<file path="config.mk">
export PLATFORM = sky130hd
export DESIGN_NAME = seq_shifter
export DESIGN_NICKNAME = d
export VERILOG_FILES = /design/src/rtl/seq_shifter.sv
export SDC_FILE = /design/constraint.sdc
export NUM_CORES = 1
export LEC_CHECK = 0
export BUFFER_PORTS_ARGS = -buffer_cell sky130_fd_sc_hd__buf_2
export CAP_MARGIN = 20
export CORE_AREA = 10 10 74 76
export CTS_BUF_LIST = sky130_fd_sc_hd__clkbuf_16
export DETAILED_ROUTE_END_ITERATION = 16
export DIE_AREA = 0 0 84 86
export PLACE_DENSITY_LB_ADDON = 0.1
export SLEW_MARGIN = 20
export SYNTH_ARGS = -nofsm -noshare
export SYNTH_HDL_FRONTEND = slang
export SYNTH_SLANG_ARGS = --single-unit
</file>
<file path="constraint.sdc">
create_clock -name clk -period 2.2 [get_ports clk]
set_input_delay 0.33 -clock clk [delete_from_list [all_inputs] [get_ports clk]]
set_output_delay 0.33 -clock clk [all_outputs]
set_load 0.01 [all_outputs]
</file>
<file path="src/rtl/seq_shifter.sv">
// Multi-mode shifter (ROR/LSL/LSR/ASR): one bit per cycle under start/busy/done, or
// single-cycle when SEQ_SHIFTER_FAST_EN is defined. Latency amt+1 (iterative) or 1 (fast).
// Backpressure: start is only sampled in IDLE; requests while busy are dropped, not queued.
module seq_shifter #(
    parameter int W   = 16,
    parameter int SAW = 4
) (
    input  logic           clk,
    input  logic           reset,
    input  logic           start,
    input  logic [1:0]     mode,
    input  logic [SAW-1:0] amt,
    input  logic [W-1:0]   din,
    output logic           busy,
    output logic           done,
    output logic [W-1:0]   dout,
    output logic           cout
);

    typedef enum logic [1:0] {IDLE, SHIFT, DONE} state_t;

    state_t         state_q, state_d;
    logic           busy_q, busy_d;
    logic           done_q, done_d;
    logic           cout_q, cout_d;
    logic [W-1:0]   dout_q, dout_d;

    assign busy = busy_q;
    assign done = done_q;
    assign dout = dout_q;
    assign cout = cout_q;

`ifdef SEQ_SHIFTER_FAST_EN
    int           sh;
    int           k;
    logic [W-1:0] fast_res;
    logic         fast_cout;

    // cout is the last bit to leave; past W steps only fill bits (0 or sign) leave.
    always_comb begin
        sh        = int'(amt);
        k         = sh % W;
        fast_res  = din;
        fast_cout = 1'b0;
        case (mode)
            2'b00: begin
                fast_res  = (din >> k) | (din << (W - k));
                fast_cout = (sh != 0) && fast_res[W-1];
            end
            2'b01: begin
                fast_res  = din << sh;
                fast_cout = (sh >= 1 && sh <= W) ? |(din & (W'(1) << (W - sh))) : 1'b0;
            end
            2'b10: begin
                fast_res  = din >> sh;
                fast_cout = (sh >= 1 && sh <= W) ? |(din & (W'(1) << (sh - 1))) : 1'b0;
            end
            default: begin
                fast_res  = W'($signed(din) >>> sh);
                fast_cout = (sh == 0) ? 1'b0 :
                            (sh > W)  ? din[W-1] : |(din & (W'(1) << (sh - 1)));
            end
        endcase
    end
`else
    logic [W-1:0]   work_q, work_d;
    logic [1:0]     mode_q, mode_d;
    logic [SAW-1:0] cnt_q, cnt_d;
    logic [W:0]     stepped;

    // Returns {shifted_out_bit, new_value} for one single-bit step.
    function automatic logic [W:0] step1(input logic [W-1:0] r, input logic [1:0] m);
        case (m)
            2'b00:   return {r[0],   r[0],   r[W-1:1]};
            2'b01:   return {r[W-1], r[W-2:0], 1'b0};
            2'b10:   return {r[0],   1'b0,   r[W-1:1]};
            default: return {r[0],   r[W-1], r[W-1:1]};
        endcase
    endfunction

    assign stepped = step1(work_q, mode_q);
`endif

    always_comb begin
        state_d = state_q;
        dout_d  = dout_q;
        cout_d  = cout_q;
`ifndef SEQ_SHIFTER_FAST_EN
        work_d  = work_q;
        mode_d  = mode_q;
        cnt_d   = cnt_q;
`endif
        case (state_q)
            IDLE: begin
                if (start) begin
`ifdef SEQ_SHIFTER_FAST_EN
                    state_d = DONE;
                    dout_d  = fast_res;
                    cout_d  = fast_cout;
`else
                    work_d = din;
                    mode_d = mode;
                    cnt_d  = amt;
                    if (amt == '0) begin
                        state_d = DONE;
                        dout_d  = din;
                        cout_d  = 1'b0;
                    end else begin
                        state_d = SHIFT;
                    end
`endif
                end
            end
`ifndef SEQ_SHIFTER_FAST_EN
            SHIFT: begin
                work_d = stepped[W-1:0];
                cnt_d  = cnt_q - 1'b1;
                if (cnt_q == SAW'(1)) begin
                    state_d = DONE;
                    dout_d  = stepped[W-1:0];
                    cout_d  = stepped[W];
                end
            end
`endif
            DONE:    state_d = IDLE;
            default: state_d = IDLE;
        endcase
        busy_d = (state_d != IDLE);
        done_d = (state_d == DONE);
    end

    always_ff @(posedge clk) begin
        if (reset) begin
            state_q <= IDLE;
            busy_q  <= 1'b0;
            done_q  <= 1'b0;
            dout_q  <= '0;
            cout_q  <= 1'b0;
`ifndef SEQ_SHIFTER_FAST_EN
            work_q  <= '0;
            mode_q  <= '0;
            cnt_q   <= '0;
`endif
        end else begin
            state_q <= state_d;
            busy_q  <= busy_d;
            done_q  <= done_d;
            dout_q  <= dout_d;
            cout_q  <= cout_d;
`ifndef SEQ_SHIFTER_FAST_EN
            work_q  <= work_d;
            mode_q  <= mode_d;
            cnt_q   <= cnt_d;
`endif
        end
    end

endmodule

</file>
==> impl_metrics.xml, run 1 <==
<?xml version="1.0" encoding="UTF-8"?>
<metrics>
  <group name="worst_setup_path">
    <metric name="slowest_stage" unit="">sky130_fd_sc_hd__dfxtp_1</metric>
    <metric name="crit_fanout" unit="">15</metric>
    <metric name="cp_data_arrival_time" unit="ns">1.92</metric>
    <metric name="timing.critical_path.to_type" unit="">flop</metric>
    <metric name="biggest_cell_delay_along_the_critical_path" unit="ns">0.54</metric>
    <metric name="crit_type" unit="">flop to flop</metric>
    <metric name="timing.reg2reg.worst_path_depth" unit="">4</metric>
    <metric name="crit_path_start_kind" unit="">flop</metric>
    <metric name="critPathRequiredTime" unit="ns">2.41</metric>
    <metric name="crit_chain" unit="">nand2b_1 -&gt; o22ai_4 -&gt; nor2_4 -&gt; o2bb2ai_1</metric>
  </group>
  <group name="route">
    <metric name="top_layer_used" unit="">met4</metric>
    <metric name="met3_layer_wire_length_in_the_routed_design" unit="um">276</metric>
    <metric name="route.detailed.drc" unit="">0</metric>
    <metric name="post_dr_wirelength_cell" unit="um">17.8</metric>
    <metric name="drtAntennaViolNets" unit="">0</metric>
    <metric name="detailedRoute.firstIterationViolations" unit="">83</metric>
    <metric name="avgViaCountPerCell" unit="">5.74</metric>
    <metric name="drt_pre_antenna_iters" unit="">4</metric>
    <metric name="routed_wl" unit="mm">5.11</metric>
    <metric name="vias" unit="">1652</metric>
    <metric name="m1WireLength" unit="mm">2.24</metric>
    <metric name="wl_met2" unit="mm">2.52</metric>
  </group>
  <group name="clocking">
    <metric name="max-clock-path-buffers" unit="">2</metric>
    <metric name="cts.root.buffer_cell" unit="">sky130_fd_sc_hd__clkbuf_16</metric>
    <metric name="worst_setup_hold_path_clk_slew" unit="ns">0.06</metric>
    <metric name="cts_hold_repair.buffers" unit="">0</metric>
    <metric name="ctsResizeCount" unit="">0</metric>
    <metric name="tritoncts.num_buffers" unit="">5</metric>
    <metric name="post-cts-setup-buffers" unit="">0</metric>
    <metric name="tritoncts" unit="">built</metric>
    <metric name="clock_latency_at_the_later_pin_of_the_worst_skew_pair" unit="ns">0.29</metric>
    <metric name="htree_num_levels" unit="">2</metric>
    <metric name="sinks_on_the_clock_net" unit="">43</metric>
  </group>
  <group name="final_layout">
    <metric name="areaGrowthSynthToFinish" unit="%">16.4</metric>
    <metric name="diodes" unit="">0</metric>
    <metric name="drive_gt1_share" unit="%">37.4</metric>
    <metric name="final.fill_count" unit="">336</metric>
    <metric name="finalNetCount" unit="">264</metric>
    <metric name="finalCoreUtilization" unit="%">61.6</metric>
  </group>
  <group name="synthesis">
    <metric name="synthCells" unit="">198</metric>
    <metric name="postSynthAreaPerCell" unit="um2">10.6</metric>
    <metric name="yosysTopAreaCellShare" unit="%">41.0</metric>
    <metric name="ys_dominant_reg_cell" unit="">sky130_fd_sc_hd__dfxtp_1</metric>
    <metric name="synth_enable_flop_cells" unit="">0</metric>
    <metric name="synth-async-reset-ratio" unit="%">0</metric>
    <metric name="yosys_register_bits" unit="">43</metric>
    <metric name="syn-cell-area" unit="um2">2100</metric>
    <metric name="register_area_share_after_synthesis" unit="%">41.0</metric>
    <metric name="synth_cell_type_count" unit="">39</metric>
    <metric name="synth_top_cell_by_area" unit="">sky130_fd_sc_hd__dfxtp_1</metric>
    <metric name="synth_fp_nets" unit="">225</metric>
    <metric name="yosysWarnings" unit="">0</metric>
    <metric name="leading_cell_type_by_number_of_instances_after_synthesis" unit="">sky130_fd_sc_hd__dfxtp_1</metric>
    <metric name="post_synth_main_area_contributors" unit="">sky130_fd_sc_hd__dfxtp_1 (41%), sky130_fd_sc_hd__mux2_2 (8.6%), sky130_fd_sc_hd__o2bb2ai_2 (7.1%)</metric>
    <metric name="synth.top_cells.by_count" unit="">sky130_fd_sc_hd__dfxtp_1 (43), sky130_fd_sc_hd__nand2b_1 (18), sky130_fd_sc_hd__mux2_2 (16), sky130_fd_sc_hd__o22ai_1 (16), sky130_fd_sc_hd__mux2i_1 (14)</metric>
  </group>
  <group name="flow_run">
    <metric name="max-cap-violations" unit="">0</metric>
  </group>
  <group name="run_status">
    <metric name="status" unit="">completed</metric>
  </group>
  <group name="power">
    <metric name="leakagePower" unit="nW">1.02</metric>
    <metric name="vdd_ir_drop_max" unit="V">0.000376</metric>
    <metric name="powerDensity" unit="nW/um2">791</metric>
    <metric name="design_power_total" unit="mW">1.93</metric>
  </group>
  <group name="die">
    <metric name="die-area" unit="um2">7220</metric>
    <metric name="core.rowCount" unit="">23</metric>
    <metric name="die-height" unit="um">86</metric>
    <metric name="starting_density_of_the_core" unit="%">52.9</metric>
    <metric name="pin_count" unit="">44</metric>
    <metric name="die_width" unit="um">84</metric>
    <metric name="floorplan_core_area" unit="um2">3970</metric>
  </group>
  <group name="placement">
    <metric name="number_of_input_and_output_port_buffers_inserted" unit="">43</metric>
    <metric name="dp_hpwl" unit="mm">3.54</metric>
    <metric name="place.gp.congestion" unit="">0.829</metric>
  </group>
  <group name="sta">
    <metric name="fmax" unit="MHz">585</metric>
    <metric name="totalNegativeSetupSlack" unit="ns">0</metric>
    <metric name="unrepaired_setup_endpoints_after_global_routing" unit="">false</metric>
    <metric name="final_setup_viols" unit="">0</metric>
    <metric name="finalHoldViolations" unit="">0</metric>
    <metric name="drv_slew" unit="">0</metric>
    <metric name="worst_clock_skew" unit="ns">0.00544</metric>
    <metric name="timing.hold.ws" unit="ns">0.283</metric>
    <metric name="worst-slew-pin-transition" unit="ns">0.533</metric>
    <metric name="timing.slew.headroom" unit="%">64.4</metric>
    <metric name="layout_min_cycle_time" unit="ns">1.71</metric>
    <metric name="finalCritPeriodShare" unit="%">77.7</metric>
  </group>
  <group name="global_route">
    <metric name="antenna_violations_before_repair" unit="">0</metric>
    <metric name="grt_pass1_wl" unit="mm">8.52</metric>
    <metric name="global_route.usage.total" unit="%">14.3</metric>
    <metric name="globalRouteOverflowTotal" unit="">0</metric>
    <metric name="first_global_vias" unit="">1740</metric>
    <metric name="maximum_number_of_pins_on_one_net_before_global_route_repair" unit="">29</metric>
  </group>
  <group name="hold_path">
    <metric name="hold_path_class" unit="">primary input to flop</metric>
    <metric name="hold_critical_path_depth" unit="">3</metric>
  </group>
</metrics>
cell families (layout without fill, tap and decap cells):
family | after synthesis | in the layout | share of synthesized area, %
AO/OA/AOI/OAI | 54 | 54 | 21.6
buffers and inverters | 23 | 63 | 6.73
flip-flops | 43 | 43 | 41.0
adder cells (fa/ha/maj) | 2 | 2 | 1.19
multiplexers | 30 | 30 | 15.2
AND/OR/NAND/NOR | 46 | 46 | 14.3
report_power, final:
part | internal [mW] | switching (mW)
clock network | 0.414 | 0.301
logic | 0.159 | 0.174
registers | 0.834 | 0.0529
final timing paths:
| check | start | end | slack [ns] |
|---|---|---|---|
| setup / recovery | state_q[1] | dout[13] | 0.49 |
| hold / removal | mode[1] | mode_q[1] | 0.28 |
| setup reg to reg | state_q[1] | dout[13] | 0.49 |
| hold reg to reg | dout[14] | dout[14] | 0.47 |
layer usage:
layer  GRT usage, %  vias up
li1               -      809
met1           16.8      802
met2           23.1       36
met3           4.82        5
met4           6.09        0
met5              0        -
critical path: cells and delay by family (launching register included):
family	cells	cell delay, ns
and+or+nand+nor	2	0.78
AOI/OAI and AO/OA	2	0.32
DFF	1	0.54
layout make-up:
class	count	area, um2	area share, %
clock buffer	5	125	5.12
sequential	43	861	35.2
multi-input combinational	132	1100	45.1
tap	50	62.6	2.56
timing repair buffer	48	253	10.3
inverter	7	26.3	1.07
clock inverter	3	16.3	0.665
state kept, by name, summed over array words and instances (netlist names):
| signal | count |
|---|---|
| cout | 1 |
| mode_q | 2 |
| done | 1 |
| work_q | 16 |
| busy | 1 |
| dout | 16 |
| cnt_q | 4 |
| state_q | 2 |
per-stage QoR:
stage / worst slack (ns) / std cells / cell area [um2]
CTS: 0.468 / 288 / 2450
floorplan: 0.614 / 198 / 2100
global route: 0.339 / 288 / 2450
detailed placement: 0.472 / 280 / 2300
finish: 0.490 / 288 / 2450
global placement: 0.516 / 280 / 2300
placed cells by master (no fill, tap or decap), drive strengths merged:
cell / Yosys / routed
a211o: 1 / 1
a211oi: 3 / 3
a21oi: 7 / 7
a22o: 1 / 1
a22oi: 4 / 4
and2b: 1 / 1
and3: 1 / 1
buf: 9 / 48
clkbuf: 7 / 5
clkinv: 0 / 1
clkinvlp: 0 / 1
dfxtp: 43 / 43
ha: 2 / 2
inv: 7 / 8
mux2: 16 / 16
mux2i: 14 / 14
nand2: 4 / 4
nand2b: 18 / 18
nand3: 1 / 1
nand3b: 1 / 1
nor2: 6 / 6
nor2b: 1 / 1
nor3: 3 / 3
nor3b: 4 / 4
nor4: 1 / 1
o21ai: 5 / 5
o21ba: 1 / 1
o22ai: 17 / 17
o2bb2ai: 15 / 15
or3: 2 / 2
or3b: 2 / 2
or4: 1 / 1
(Power assumes the default switching activity.)
==> run 2, diff against run 1 <==
ABC_AREA = 1   (was default)
CORE_AREA = 10 10 78 80   (was 10 10 74 76)
DIE_AREA = 0 0 88 90   (was 0 0 84 86)
clock period = 1.5 ns   (was 2.2 ns; I/O delays follow)
==> run 2 against run 1 <==
- worst setup slack got worse by 0.35 ns
- sequential power rose by 50%
- wire length rose by 12%
- worst hold slack got worse by 0.093 ns
- maximum frequency rose by 26%
- synthesized cell count rose by 66%
- critical endpoint is now cout
- largest cell class unchanged
- highest routed layer unchanged
==> impl_metrics.xml, run 2 <==
<?xml version="1.0" encoding="UTF-8"?>
<metrics>
  <group name="run_status">
    <metric name="status" unit="">completed</metric>
  </group>
  <group name="sta">
    <metric name="finalHoldViolations" unit="">0</metric>
    <metric name="finalCritPeriodShare" unit="%">90.6</metric>
    <metric name="drv_slew" unit="">0</metric>
    <metric name="timing.slew.headroom" unit="%">74.8</metric>
    <metric name="worst-slew-pin-transition" unit="ns">0.378</metric>
    <metric name="unrepaired_setup_endpoints_after_global_routing" unit="">true</metric>
    <metric name="final_setup_viols" unit="">0</metric>
    <metric name="worst_clock_skew" unit="ns">0.00418</metric>
    <metric name="layout_min_cycle_time" unit="ns">1.36</metric>
    <metric name="timing.hold.ws" unit="ns">0.190</metric>
    <metric name="fmax" unit="MHz">736</metric>
  </group>
  <group name="synthesis">
    <metric name="synth_top_cell_by_area" unit="">sky130_fd_sc_hd__dfxtp_1</metric>
    <metric name="yosys_register_bits" unit="">43</metric>
    <metric name="synth.top_cells.by_count" unit="">sky130_fd_sc_hd__nand2_1 (84), sky130_fd_sc_hd__nor2_1 (44), sky130_fd_sc_hd__dfxtp_1 (43)</metric>
    <metric name="synthCells" unit="">329</metric>
    <metric name="synth_cell_type_count" unit="">23</metric>
    <metric name="synth_fp_nets" unit="">356</metric>
    <metric name="ys_dominant_reg_cell" unit="">sky130_fd_sc_hd__dfxtp_1</metric>
    <metric name="yosysTopAreaCellShare" unit="%">39.4</metric>
    <metric name="leading_cell_type_by_number_of_instances_after_synthesis" unit="">sky130_fd_sc_hd__nand2_1</metric>
    <metric name="syn-cell-area" unit="um2">2190</metric>
    <metric name="postSynthAreaPerCell" unit="um2">6.65</metric>
    <metric name="synth_enable_flop_cells" unit="">0</metric>
    <metric name="synth-async-reset-ratio" unit="%">0</metric>
    <metric name="yosysWarnings" unit="">0</metric>
    <metric name="register_area_share_after_synthesis" unit="%">39.4</metric>
    <metric name="post_synth_main_area_contributors" unit="">sky130_fd_sc_hd__dfxtp_1 (39%), sky130_fd_sc_hd__nand2_1 (14%), sky130_fd_sc_hd__nand3_1 (8.0%)</metric>
  </group>
  <group name="route">
    <metric name="vias" unit="">2156</metric>
    <metric name="route.detailed.drc" unit="">0</metric>
    <metric name="drt_pre_antenna_iters" unit="">4</metric>
    <metric name="post_dr_wirelength_cell" unit="um">13.5</metric>
    <metric name="drtAntennaViolNets" unit="">0</metric>
    <metric name="avgViaCountPerCell" unit="">5.06</metric>
    <metric name="detailedRoute.firstIterationViolations" unit="">139</metric>
    <metric name="routed_wl" unit="mm">5.75</metric>
  </group>
  <group name="die">
    <metric name="floorplan_core_area" unit="um2">4600</metric>
    <metric name="starting_density_of_the_core" unit="%">47.6</metric>
    <metric name="pin_count" unit="">44</metric>
    <metric name="die-area" unit="um2">7920</metric>
    <metric name="die-height" unit="um">90</metric>
    <metric name="die_width" unit="um">88</metric>
    <metric name="core.rowCount" unit="">25</metric>
  </group>
  <group name="placement">
    <metric name="number_of_input_and_output_port_buffers_inserted" unit="">43</metric>
    <metric name="place.gp.congestion" unit="">0.845</metric>
    <metric name="place_inst" unit="">418</metric>
    <metric name="dp_hpwl" unit="mm">4.24</metric>
  </group>
  <group name="clocking">
    <metric name="sinks_on_the_clock_net" unit="">43</metric>
    <metric name="max-clock-path-buffers" unit="">2</metric>
    <metric name="cts.root.buffer_cell" unit="">sky130_fd_sc_hd__clkbuf_16</metric>
    <metric name="post-cts-setup-buffers" unit="">0</metric>
    <metric name="clock_latency_at_the_later_pin_of_the_worst_skew_pair" unit="ns">0.28</metric>
    <metric name="tritoncts" unit="">built</metric>
    <metric name="worst_setup_hold_path_clk_slew" unit="ns">0.06</metric>
    <metric name="htree_num_levels" unit="">2</metric>
    <metric name="cts_hold_repair.buffers" unit="">0</metric>
    <metric name="ctsResizeCount" unit="">0</metric>
    <metric name="tritoncts.num_buffers" unit="">5</metric>
  </group>
  <group name="worst_setup_path">
    <metric name="cp_data_arrival_time" unit="ns">1.54</metric>
    <metric name="crit_chain" unit="">inv_2 -&gt; nor2_2 -&gt; nand3_2 -&gt; nand2_1 -&gt; nand2_1 -&gt; nand2_1 -&gt; nor2_1</metric>
    <metric name="crit_path_frequent_cell" unit="">sky130_fd_sc_hd__nand2_1</metric>
    <metric name="crit-reg2reg-launch" unit="">state_q[0]</metric>
    <metric name="crit_fanout" unit="">17</metric>
    <metric name="timing.reg2reg.worst_path_depth" unit="">7</metric>
    <metric name="worst-r2r-setup-slack" unit="ns">0.14</metric>
    <metric name="critPathRequiredTime" unit="ns">1.68</metric>
    <metric name="crit_start" unit="">state_q[0]</metric>
    <metric name="crit_type" unit="">flop to flop</metric>
    <metric name="timing.critical_path.max_delay_family" unit="">simple AND/OR/NAND/NOR gates</metric>
    <metric name="timing.critical_path.to_type" unit="">flop</metric>
    <metric name="slowest_stage" unit="">sky130_fd_sc_hd__dfxtp_1</metric>
    <metric name="biggest_cell_delay_along_the_critical_path" unit="ns">0.42</metric>
    <metric name="crit_path_start_kind" unit="">flop</metric>
    <metric name="critical_path.n_buffers_inverters" unit="">1</metric>
    <metric name="timing.rr.end" unit="">cout</metric>
  </group>
  <group name="final_layout">
    <metric name="finalNetCount" unit="">398</metric>
    <metric name="drive_gt1_share" unit="%">19.1</metric>
    <metric name="most_frequent_cells_in_the_layout" unit="">sky130_fd_sc_hd__nand2_1 (84), sky130_fd_sc_hd__nor2_1 (44), sky130_fd_sc_hd__dfxtp_1 (43), sky130_fd_sc_hd__buf_2 (43), sky130_fd_sc_hd__nand3_1 (35)</metric>
    <metric name="finalCoreUtilization" unit="%">57.1</metric>
    <metric name="finalNonFillerCells" unit="">426</metric>
    <metric name="diodes" unit="">0</metric>
    <metric name="layout.cells.most_common" unit="">sky130_fd_sc_hd__nand2_1</metric>
    <metric name="areaGrowthSynthToFinish" unit="%">20.0</metric>
  </group>
  <group name="power">
    <metric name="vdd_ir_drop_max" unit="V">0.000614</metric>
    <metric name="powerDensity" unit="nW/um2">1190</metric>
    <metric name="leakagePower" unit="nW">1.37</metric>
    <metric name="design_power_total" unit="mW">3.13</metric>
  </group>
  <group name="global_route">
    <metric name="antenna_violations_before_repair" unit="">0</metric>
    <metric name="first_global_vias" unit="">2082</metric>
    <metric name="grt_pass1_wl" unit="mm">9.69</metric>
    <metric name="globalRouteOverflowTotal" unit="">0</metric>
    <metric name="global_route.usage.total" unit="%">14.9</metric>
    <metric name="maximum_number_of_pins_on_one_net_before_global_route_repair" unit="">27</metric>
  </group>
  <group name="hold_path">
    <metric name="hold-path-endpoint" unit="">cnt_q[1]</metric>
    <metric name="hold_path_class" unit="">primary input to flop</metric>
    <metric name="timing.hold.worst.start" unit="">amt[1]</metric>
    <metric name="hold_critical_path_depth" unit="">3</metric>
  </group>
  <group name="flow_run">
    <metric name="max-cap-violations" unit="">0</metric>
  </group>
</metrics>
[run 2: cell types whose count changed after synthesis, moves of 14 or more]
cell / change
sky130_fd_sc_hd__a31oi_1: +14
sky130_fd_sc_hd__inv_1: +20
sky130_fd_sc_hd__mux2_2: -16
sky130_fd_sc_hd__mux2i_1: -14
sky130_fd_sc_hd__nand2_1: +80
sky130_fd_sc_hd__nand2b_1: -18
sky130_fd_sc_hd__nand3_1: +34
sky130_fd_sc_hd__nand3b_1: +15
sky130_fd_sc_hd__nor2_1: +39
sky130_fd_sc_hd__o21ai_0: +15
sky130_fd_sc_hd__o22ai_1: -16
[run 2: logic make-up (layout without fill, tap and decap cells)]
| kind of cell | after synthesis | in the layout | share of synthesized area, % |
|---|---|---|---|
| xor gates and xnor gates | 1 | 1 | 0.401 |
| buffers and inverters | 49 | 92 | 9.27 |
| AOI/OAI and AO/OA | 45 | 45 | 11.2 |
| and+or+nand+nor | 189 | 189 | 38.6 |
| DFF | 43 | 43 | 39.4 |
| adders and majority gates | 2 | 2 | 1.14 |
[run 2: worst max path at each step]
stage                          end  slack, ns  cells past startpoint
after detailed placement   dout[3]       0.07                      7
after global routing       dout[9]      -0.01                      6
after floorplan           dout[10]       0.25                      8
after CTS                  dout[9]       0.06                      7
after global placement     dout[3]       0.13                      7
final                         cout       0.14                      7
[run 2: stage by stage]
step / TNS, ns / setup WS [ns] / cell area [um2]
after floorplan: 0 / 0.247 / 2190
after global placement: 0 / 0.129 / 2470
after detailed placement: 0 / 0.0740 / 2470
after CTS: 0 / 0.0607 / 2610
after global routing: -0.0131 / -0.0131 / 2630
final: 0 / 0.141 / 2630
[run 2: area by class of cell]
cell class | count | area, um2
Clock buffer | 5 | 125
Clock inverter | 3 | 16.3
Fill cell | 464 | 1970
Inverter | 31 | 116
Multi-Input combinational cell | 237 | 1140
Sequential cell | 43 | 861
Tap cell | 54 | 67.6
Timing Repair Buffer | 53 | 303
[run 2: worst min-delay path, delay by kind of cell]
family | cells | cell delay, ns
buffers and inverters | 1 | 0.09
and+or+nand+nor | 2 | 0.12
[run 2: layer usage]
metal,GRT usage (%),routed length (um)
met3,3.61,325
met4,6.12,87
met2,24.5,2790
met5,0,0
met1,17.8,2550
[run 2: report_power, final]
part / internal (mW) / total (mW) / leakage, nW / switching, mW
combinational: 0.287 / 0.762 / 0.948 / 0.475
clock: 0.607 / 1.04 / 0.0710 / 0.436
sequential: 1.26 / 1.33 / 0.354 / 0.0684
total: 2.15 / 3.13 / 1.37 / 0.979
==> run 3, diff against run 2 <==
SETUP_SLACK_MARGIN = 0.4   (was default)
==> run 3 against run 2 <==
- clock power hardly changed
- worst hold slack gained 0.0087 ns
- combinational power rose by 68%
- clock skew increased by 0.00072 ns
- power up 17%
- register-to-register slack improved by 0.12 ns
- critical endpoint is now dout[11]
==> impl_metrics.xml, run 3 (synthesis gave the netlist of run 2 again) <==
<?xml version="1.0" encoding="UTF-8"?>
<metrics>
  <group name="run_status">
    <metric name="status" unit="">completed</metric>
  </group>
  <group name="clocking">
    <metric name="cts.root.buffer_cell" unit="">sky130_fd_sc_hd__clkbuf_16</metric>
    <metric name="worst_setup_hold_path_clk_slew" unit="ns">0.06</metric>
    <metric name="tritoncts.num_buffers" unit="">5</metric>
    <metric name="htree_num_levels" unit="">2</metric>
    <metric name="max-clock-path-buffers" unit="">2</metric>
    <metric name="clock_latency_at_the_later_pin_of_the_worst_skew_pair" unit="ns">0.29</metric>
    <metric name="tritoncts" unit="">built</metric>
    <metric name="sinks_on_the_clock_net" unit="">43</metric>
  </group>
  <group name="route">
    <metric name="vias" unit="">2438</metric>
    <metric name="top_layer_used" unit="">met4</metric>
    <metric name="drt_pre_antenna_iters" unit="">4</metric>
    <metric name="met3_layer_wire_length_in_the_routed_design" unit="um">459</metric>
    <metric name="wl_met2" unit="mm">3.69</metric>
    <metric name="detailedRoute.firstIterationViolations" unit="">230</metric>
    <metric name="drtAntennaViolNets" unit="">0</metric>
    <metric name="post_dr_wirelength_cell" unit="um">16.2</metric>
    <metric name="route.detailed.drc" unit="">0</metric>
    <metric name="routed_wl" unit="mm">7.37</metric>
    <metric name="m1WireLength" unit="mm">3.07</metric>
    <metric name="avgViaCountPerCell" unit="">5.35</metric>
  </group>
  <group name="hold_path">
    <metric name="hold_path_class" unit="">primary input to flop</metric>
    <metric name="timing.hold.worst.start" unit="">amt[1]</metric>
  </group>
  <group name="global_route">
    <metric name="antenna_violations_before_repair" unit="">0</metric>
    <metric name="grt_pass1_wl" unit="mm">11.9</metric>
    <metric name="globalRouteOverflowTotal" unit="">0</metric>
    <metric name="maximum_number_of_pins_on_one_net_before_global_route_repair" unit="">34</metric>
    <metric name="first_global_vias" unit="">2373</metric>
    <metric name="global_route.usage.total" unit="%">18.6</metric>
  </group>
  <group name="sta">
    <metric name="worst-slew-pin-transition" unit="ns">0.293</metric>
    <metric name="totalNegativeSetupSlack" unit="ns">0</metric>
    <metric name="layout_min_cycle_time" unit="ns">1.24</metric>
    <metric name="finalCritPeriodShare" unit="%">82.8</metric>
    <metric name="unrepaired_setup_endpoints_after_global_routing" unit="">true</metric>
    <metric name="finalHoldViolations" unit="">0</metric>
    <metric name="final_setup_viols" unit="">0</metric>
    <metric name="drv_slew" unit="">0</metric>
    <metric name="timing.slew.headroom" unit="%">80.4</metric>
    <metric name="worst_clock_skew" unit="ns">0.00491</metric>
    <metric name="timing.hold.ws" unit="ns">0.199</metric>
    <metric name="fmax" unit="MHz">805</metric>
  </group>
  <group name="worst_setup_path">
    <metric name="timing.critical_path.to_type" unit="">flop</metric>
    <metric name="crit_path_start_kind" unit="">flop</metric>
    <metric name="biggest_cell_delay_along_the_critical_path" unit="ns">0.38</metric>
    <metric name="cp_data_arrival_time" unit="ns">1.47</metric>
    <metric name="critPathRequiredTime" unit="ns">1.73</metric>
    <metric name="slowest_stage" unit="">sky130_fd_sc_hd__dfxtp_4</metric>
    <metric name="crit_type" unit="">flop to flop</metric>
    <metric name="crit_start" unit="">state_q[0]</metric>
    <metric name="crit-reg2reg-launch" unit="">state_q[0]</metric>
    <metric name="crit_fanout" unit="">5</metric>
    <metric name="crit_chain" unit="">inv_4 -&gt; nor2_4 -&gt; buf_6 -&gt; buf_6 -&gt; nand3_2 -&gt; nand2_2 -&gt; nor2_4 -&gt; nor2_1</metric>
    <metric name="worst-r2r-setup-slack" unit="ns">0.26</metric>
  </group>
  <group name="power">
    <metric name="powerDensity" unit="nW/um2">1100</metric>
    <metric name="vdd_ir_drop_max" unit="V">0.000669</metric>
    <metric name="leakagePower" unit="nW">1.59</metric>
  </group>
  <group name="die">
    <metric name="floorplan_core_area" unit="um2">4600</metric>
    <metric name="die-height" unit="um">90</metric>
    <metric name="core.rowCount" unit="">25</metric>
    <metric name="starting_density_of_the_core" unit="%">47.6</metric>
    <metric name="die-area" unit="um2">7920</metric>
    <metric name="pin_count" unit="">44</metric>
    <metric name="die_width" unit="um">88</metric>
  </group>
  <group name="placement">
    <metric name="number_of_input_and_output_port_buffers_inserted" unit="">43</metric>
    <metric name="dp_hpwl" unit="mm">4.06</metric>
    <metric name="place_inst" unit="">416</metric>
    <metric name="place.gp.congestion" unit="">0.836</metric>
  </group>
  <group name="final_layout">
    <metric name="finalNetCount" unit="">429</metric>
    <metric name="layout.area.seq" unit="um2">875</metric>
    <metric name="diodes" unit="">0</metric>
    <metric name="areaGrowthSynthToFinish" unit="%">52.3</metric>
    <metric name="multiInputGateArea" unit="um2">1520</metric>
    <metric name="drive_gt1_share" unit="%">39.1</metric>
    <metric name="finalNonFillerCells" unit="">456</metric>
    <metric name="most_frequent_cells_in_the_layout" unit="">sky130_fd_sc_hd__nand2_1 (68), sky130_fd_sc_hd__buf_2 (44), sky130_fd_sc_hd__dfxtp_1 (38), sky130_fd_sc_hd__nor2_1 (35), sky130_fd_sc_hd__inv_1 (23)</metric>
    <metric name="final.fill_count" unit="">364</metric>
    <metric name="layout.cells.most_common" unit="">sky130_fd_sc_hd__nand2_1</metric>
  </group>
  <group name="flow_run">
    <metric name="max-cap-violations" unit="">0</metric>
  </group>
</metrics>
==> run 3: through the flow <==
step | util [%] | area [um2] | power [mW] | setup slack (ns)
global route | 72.5 | 3330 | 3.86 | 0.198
global placement | 54.3 | 2500 | 2.11 | 0.222
finish | 72.5 | 3330 | 3.66 | 0.258
CTS | 67.4 | 3100 | 3.48 | 0.318
floorplan | - | 2250 | 1.92 | 0.391
detailed placement | 54.3 | 2500 | 2.12 | 0.181
==> run 3: worst paths after layout <==
kind	end	depth (start not counted)
worst max register to register	dout[11]	8
worst max-delay path	dout[11]	8
worst min-delay path	cnt_q[1]	3
worst min register to register	cout	2
==> run 3: area by class of cell <==
type / instances / share of cell area (%)
Clock buffer: 5 / 3.76
Tap cell: 54 / 2.03
Timing Repair Buffer: 78 / 18.0
Clock inverter: 2 / 0.263
Multi-Input combinational cell: 243 / 45.7
Sequential cell: 43 / 26.2
Inverter: 31 / 3.98
==> run 3: critical path: cells and delay by family (launching register included) <==
kind,cells,cell delay [ns]
and+or+nand+nor,5,0.49
buffers and inverters,3,0.32
DFF,1,0.38
==> run 3: where the power goes <==
| group | switching, mW | leakage (nW) | internal (mW) | total, mW |
|---|---|---|---|---|
| combinational | 0.737 | 1.17 | 0.545 | 1.28 |
| sequential | 0.0773 | 0.356 | 1.26 | 1.34 |
| clock | 0.435 | 0.0671 | 0.599 | 1.03 |
==> run 3: metal layers <==
| layer | GRT usage [%] | vias to the layer above |
|---|---|---|
| li1 | - | 1226 |
| met1 | 23.0 | 1131 |
| met2 | 30.4 | 67 |
| met3 | 5.05 | 14 |
| met4 | 5.05 | 0 |
| met5 | 0 | - |
==> run 3: repair_timing <==
item,in CTS,in global routing
resized for setup,63,38
setup endpoints to repair,39,42
pin swaps,27,20
cloned,9,1
buffers inserted,14,9
hold buffers,0,0
